===== src/rtl/fifo_pkg.sv =====
// Shared constants and Gray-code helpers for the asynchronous FIFO pointer blocks.
// Helpers work on a wide zero-extended vector so any pointer width up to MAX_W can use them.
package fifo_pkg;

    localparam int unsigned DEF_ADDR_SIZE = 4;
    localparam int unsigned DEF_PTR_W     = DEF_ADDR_SIZE + 1;
    localparam int unsigned MAX_W         = 32;

    function automatic logic [MAX_W-1:0] bin2gray(input logic [MAX_W-1:0] bin);
        return bin ^ (bin >> 1);
    endfunction

    function automatic logic [MAX_W-1:0] gray2bin(input logic [MAX_W-1:0] gray);
        logic [MAX_W-1:0] bin;
        bin[MAX_W-1] = gray[MAX_W-1];
        for (int i = MAX_W - 2; i >= 0; i--) begin
            bin[i] = bin[i+1] ^ gray[i];
        end
        return bin;
    endfunction

endpackage


===== src/rtl/fifo_gray2bin.sv =====
// Combinational Gray-to-binary converter: each binary bit is the XOR of all Gray bits at or above it.
module fifo_gray2bin #(
    parameter int unsigned WIDTH = 5
) (
    input  logic [WIDTH-1:0] gray,
    output logic [WIDTH-1:0] bin
);

    for (genvar i = 0; i < WIDTH; i++) begin : g_bit
        assign bin[i] = ^gray[WIDTH-1:i];
    end

endmodule


===== src/rtl/fifo_wptr_full.sv =====
// Write-domain pointer, full flag, fill level, almost-full and sticky overflow for the async FIFO.
// Level and full use the synchronised read pointer, so they are stale-pessimistic by design.
module fifo_wptr_full
    import fifo_pkg::*;
#(
    parameter int unsigned ADDR_SIZE = DEF_ADDR_SIZE,
    parameter int unsigned AF_MARGIN = 2
) (
    input  logic                 wclk,
    input  logic                 wrst,
    input  logic                 winc,
    input  logic [ADDR_SIZE:0]   wq2_rptr,
    output logic [ADDR_SIZE-1:0] waddr,
    output logic [ADDR_SIZE:0]   wptr,
    output logic                 wfull,
    output logic                 walmost_full,
    output logic [ADDR_SIZE:0]   wlevel,
    output logic                 woverflow
);

    localparam int unsigned DEPTH = 1 << ADDR_SIZE;
    localparam int unsigned PTR_W = ADDR_SIZE + 1;
    localparam logic [PTR_W-1:0] AF_LEVEL = PTR_W'(DEPTH - AF_MARGIN);

    logic [PTR_W-1:0] wbin_q, wbin_d;
    logic [PTR_W-1:0] wptr_q, wptr_d;
    logic [PTR_W-1:0] wlevel_q, wlevel_d;
    logic [PTR_W-1:0] rbin;
    logic [PTR_W-1:0] full_gray;
    logic             wfull_q, wfull_d;
    logic             walmost_full_q, walmost_full_d;
    logic             woverflow_q, woverflow_d;
    logic             wpush;

    fifo_gray2bin #(
        .WIDTH(PTR_W)
    ) u_rptr_gray2bin (
        .gray(wq2_rptr),
        .bin (rbin)
    );

    always_comb begin
        wpush          = winc && !wfull_q;
        wbin_d         = wbin_q + {{ADDR_SIZE{1'b0}}, wpush};
        wptr_d         = PTR_W'(bin2gray(MAX_W'(wbin_d)));
        // Full when the write pointer is one lap ahead: top two Gray bits inverted.
        full_gray      = {~wq2_rptr[ADDR_SIZE -: 2], wq2_rptr[ADDR_SIZE-2:0]};
        wfull_d        = (wptr_d == full_gray);
        wlevel_d       = wbin_d - rbin;
        walmost_full_d = (wlevel_d >= AF_LEVEL);
        woverflow_d    = woverflow_q || (winc && wfull_q);
    end

    always_ff @(posedge wclk) begin
        if (wrst) begin
            wbin_q         <= '0;
            wptr_q         <= '0;
            wlevel_q       <= '0;
            wfull_q        <= 1'b0;
            walmost_full_q <= 1'b0;
            woverflow_q    <= 1'b0;
        end else begin
            wbin_q         <= wbin_d;
            wptr_q         <= wptr_d;
            wlevel_q       <= wlevel_d;
            wfull_q        <= wfull_d;
            walmost_full_q <= walmost_full_d;
            woverflow_q    <= woverflow_d;
        end
    end

    assign waddr        = wbin_q[ADDR_SIZE-1:0];
    assign wptr         = wptr_q;
    assign wfull        = wfull_q;
    assign walmost_full = walmost_full_q;
    assign wlevel       = wlevel_q;
    assign woverflow    = woverflow_q;

endmodule


===== config.mk =====
export PLATFORM = sky130hd
export DESIGN_NAME = fifo_wptr_full
export DESIGN_NICKNAME = d
export VERILOG_FILES = /design/src/rtl/fifo_pkg.sv /design/src/rtl/fifo_gray2bin.sv /design/src/rtl/fifo_wptr_full.sv
export SDC_FILE = /design/constraint.sdc
export NUM_CORES = 1
export LEC_CHECK = 0
export CELL_PAD_IN_SITES_DETAIL_PLACEMENT = 0
export CELL_PAD_IN_SITES_GLOBAL_PLACEMENT = 2
export CORE_ASPECT_RATIO = 1.4
export CORE_MARGIN = 2
export CORE_UTILIZATION = 27
export CTS_CLUSTER_DIAMETER = 50
export DETAILED_ROUTE_END_ITERATION = 6
export PLACE_DENSITY_LB_ADDON = 0.12
export REMOVE_ABC_BUFFERS = 1
export SYNTH_ARGS = -nofsm -noshare
export SYNTH_HDL_FRONTEND = slang
export SYNTH_HIERARCHICAL = 1
export SYNTH_SLANG_ARGS = --single-unit

===== constraint.sdc =====
create_clock -name wclk -period 3.4 [get_ports wclk]
set_input_delay 0.85 -clock wclk [delete_from_list [all_inputs] [get_ports wclk]]
set_output_delay 0.85 -clock wclk [all_outputs]
set_load 0.02 [all_outputs]

-- After elaboration in Yosys (flattened, before gate mapping)
Cells that the tools add are included.
- input port bits: 8
- output and inout bits: 17
- word-level logic and storage cells: 20
- flip-flop bits (word level): 18
- $lt $le $gt $ge: 1
- reduce and logical (&&, ||, !) cells: 8
- bitwise logic cells: 2
- add/sub/neg operators: 2
- eq/ne operators: 1
- operators with widths (operator ; count):
    adder 5 x 1 -> 5 bit ; 1
    equality test 5 bit ; 1
    greater-or-equal comparator 5 x 4 -> 1 bit, second input constant ; 1
    XOR reduction 5 bit ; 1
    subtractor 5 bit ; 1
    XOR 5 x 4 -> 5 bit ; 1
    XOR reduction 4 bit ; 1
    XOR reduction 3 bit ; 1
    logical AND 1 bit ; 2
    NOT 2 bit ; 1
    XOR reduction 2 bit ; 1
    zero test 1 bit ; 1
    logical OR 1 bit ; 1

-- Longest topological paths before layout
- depth after elaboration: 5
- gate-level depth with buffers: 11

-- Hierarchy
Netlist, hierarchy kept.
- by module, submodules not included (module ; area each (um2) ; times used ; cells an instance):
    fifo_wptr_full ; 783.3 ; 1 ; 80
    fifo_gray2bin ; 72.6 ; 1 ; 6

-- Worst setup path after synthesis
Ideal clock, no wire load.
- path kind: input to register
- start: in winc
- end: reg walmost_full_q, in the netlist walmost_full
- library setup time: 0.127 ns
- data arrival time: 2.771 ns
- stages: 10
- setup slack: 0.503 ns
- path buffers: 0
- path through: nor2b_1 ha_1 ha_1 inv_1 fa_1 nand2b_1 a21oi_1 xnor2_1 mux2i_1 o41ai_1
- cells in the longest elaborated chain, start to end: 4
- RTL lines (element ; line ; RTL):
    start: declaration ; fifo_wptr_full.sv:11 ; input logic winc,
    logical AND 1 bit ; fifo_wptr_full.sv:43 ; wpush = winc && !wfull_q;
    adder 5 x 1 -> 5 bit ; fifo_wptr_full.sv:44 ; wbin_d = wbin_q + {{ADDR_SIZE{1'b0}}, wpush};
    via wbin_d[1] ; fifo_wptr_full.sv:25 ; logic [PTR_W-1:0] wbin_q, wbin_d;
    subtractor 5 bit ; fifo_wptr_full.sv:49 ; wlevel_d = wbin_d - rbin;
    greater-or-equal comparator 5 x 4 -> 1 bit ; fifo_wptr_full.sv:50 ; walmost_full_d = (wlevel_d >= AF_LEVEL);
    end signal: assignment ; fifo_wptr_full.sv:67 ; walmost_full_q <= walmost_full_d;
    end: declaration ; fifo_wptr_full.sv:31 ; logic walmost_full_q, walmost_full_d;
The timed path passes the listed nets, and every way through them passes these cells.
A chain may end at the register's enable or synchronous reset.

-- Worst setup path in the final report
- start: in wq2_rptr[4]
- end: reg walmost_full_q, in the netlist walmost_full
- cells in the longest elaborated chain, start to end: 3
- RTL lines (element ; line ; RTL):
    start: declaration ; fifo_wptr_full.sv:12 ; input logic [ADDR_SIZE:0] wq2_rptr,
    XOR reduction 2 bit ; fifo_gray2bin.sv:10 ; assign bin[i] = ^gray[WIDTH-1:i];
    via rbin[3] ; fifo_wptr_full.sv:28 ; logic [PTR_W-1:0] rbin;
    subtractor 5 bit ; fifo_wptr_full.sv:49 ;
    greater-or-equal comparator 5 x 4 -> 1 bit ; fifo_wptr_full.sv:50 ;
The timed path passes the listed nets, and every way through them passes these cells.

==> results.yml <==
outcome:
  status: "finished, final reports clean"
setup_path:
  cp-start-kind: "input port"
  required_ps: 3520
  critPathCaptureType: "register"
  cp.arrival_ps: 3350
  critPathMaxFanout: 2
  worstSetupPathType: "in -> reg"
yosys:
  synth_edf_count: 0
  synth_commonest_cells: "dfxtp_1, nor2_1, xnor2_1"
  synthSimpleGateAreaFrac: 0.129
  synth_seq_area_share: 0.398
  synth_top_cell_area_share: 0.398
  yosys.area_share.xor_xnor: 0.256
  syn_area_um2: 856
  synth_flop_cell: "dfxtp_1"
  synth-compound-area-share: 0.0424
  syn_inst: 86
  synth_seq_cells: 17
  synth.area.mux_share: 0.0117
  ys_warn_count: 6
  synth_top_family_by_area: "XOR/XNOR gates"
  yosysMostFrequentCell: "dfxtp_1"
  synth-async-reset-ratio: 0
  synthTopCellsByArea: "dfxtp_1, xnor2_1, ha_1, nor2_1, xor2_1"
  synth_fa_ha_area_frac: 0.111
  synth_cell_types: 21
  yosysTopAreaCell: "dfxtp_1"
  avgSynthCellArea_um2: 9.95
sta:
  hold_viol: 0
  fin_ws_ps: 177
  setup_viol: 0
  skew_ps: 2.11
  hold_ws_ps: 471
  min_period_over_period: 0.948
  fmax_ghz: 0.310
  rsz0062_at_grt: "false"
  slew_viol_final: 0
  worst_slew_pin_slew_ps: 418
  slew_headroom: 0.720
  fin_setup_tns_ps: 0
  min_period_ps: 3220
grt:
  grtUsageMet3: 0.0211
  track_usage: 0.118
  grt_pass1_wl_um: 3170
  grt-ovfl-total: 0
  use_met1: 0.131
  grt-busiest-layer: "met2"
  grt_max_degree: 12
  antenna_found_initial: 0
  met2_usage: 0.208
  first_global_vias: 733
cells_and_area:
  register_area_um2: 340
  area_delta_synth_final_pct: 46.9
  multi_input_area_um2: 470
  fill_cells: 335
  antenna_cells: 0
  fin_nets: 138
  post_route_cells_drive_above_1_share: 0.148
  post-route-util: 0.411
floorplan:
  die_h_um: 70.6
  io-pin-count: 25
  core_mm2: 0.00306
  num_rows: 24
  start_util: 0.279
  dieArea_mm2: 0.00364
  die_width_um: 51.6
cts:
  htree_levels: 1
  hold_buffers: 0
  cts_tree: "done"
  post-cts-setup-buffer-count: 0
  cts_buffers: 3
  clk_latency_ps: 240
  path_clk_slew_ps: 60
  cts_resized: 0
  root_buffer: "clkbuf_8"
  numClockSinks: 17
  clk_path_buf_depth: 2
placement:
  port_buffers: 24
  pre_cts_ws_ps: -115
  dp_hpwl_um: 1560
  globalplace.congestion: 0.808
detailed_routing:
  routed_via_density: 4.11
  drc: 0
  ant_nets: 0
  routedWlPerCell_um: 11.3
  wl_um: 1820
  vias: 662
  first_pass_iters: 4
  first_iter_violations: 4
pwr:
  p_per_area_mw_per_mm2: 485
  ir_drop_mv: 0.221
  p_leak_nw: 0.552
job:
  cap_violations: 0
hold_path:
  hp-class: "reg -> reg"
-- worst paths after layout --
kind / startpoint / endpoint / slack (ps) / cells after the start
worst max-delay path: wq2_rptr[4] / walmost_full / 180 / 10
worst min-delay path: woverflow / woverflow / 470 / 2
worst max register to register: wfull / walmost_full / 1030 / 10
worst min register to register: woverflow / woverflow / 470 / 2
-- cell usage in the layout, fill, tap and decap left out, types with 4 or more instances in the layout --
master,Yosys,layout
a21oi_1,4,4
buf_4,1,11
clkdlybuf4s50_1,0,24
dfxtp_1,17,17
ha_1,6,6
inv_1,8,8
nor2_1,15,15
xnor2_1,10,10
xor2_1,5,5
-- worst max-delay path: stages --
cell and delay [ps]:
clkdlybuf4s50_1 530, xor2_2 190, xnor3_1 330, ha_1 210
fa_1 380, nand2b_1 150, a21oi_1 170, xnor2_1 160
mux2i_1 260, o41ai_1 100
-- cell families after synthesis --
family | Yosys count
xor+xnor | 20
buf+inv | 11
mux | 1
fa+ha+maj | 7
simple gates | 24
flops | 17
compound gates | 6
-- where the power goes --
group / leakage, nW / internal [W] / total (W) / switching (W)
Sequential: 0.140 / 0.000224 / 0.000232 / 0.00000772
Combinational: 0.390 / 0.000117 / 0.000230 / 0.000113
Clock: 0.0228 / 0.0000829 / 0.000147 / 0.0000645
Total: 0.552 / 0.000424 / 0.000609 / 0.000185
-- per-stage QoR --
| step | std cells | cell area (um2) | power, W |
|---|---|---|---|
| after floorplan | 83 | 841 | 0.000367 |
| after global placement | 157 | 1210 | 0.000470 |
| after detailed placement | 157 | 1210 | 0.000471 |
| after CTS | 161 | 1260 | 0.000624 |
| after global routing | 161 | 1260 | 0.000647 |
| final | 161 | 1260 | 0.000609 |
-- state kept, by name, indices dropped and copies added (netlist names) --
register      count
walmost_full      1
wbin_q            5
wfull             1
wlevel            5
woverflow         1
wptr              4
-- area by class of cell --
type                       instances  share of cell area
clock buffer                       4              0.0358
inverter                           8              0.0239
multi-input combinational         58               0.374
sequential                        17               0.271
tap                               39              0.0388
timing repair buffer              35               0.257
-- routing by layer --
metal,wire [um],up-vias
li1,-,341
met1,750,309
met2,987,10
met3,54,2
met4,26,0
met5,0,-
Power figures use the tool's default switching activity.
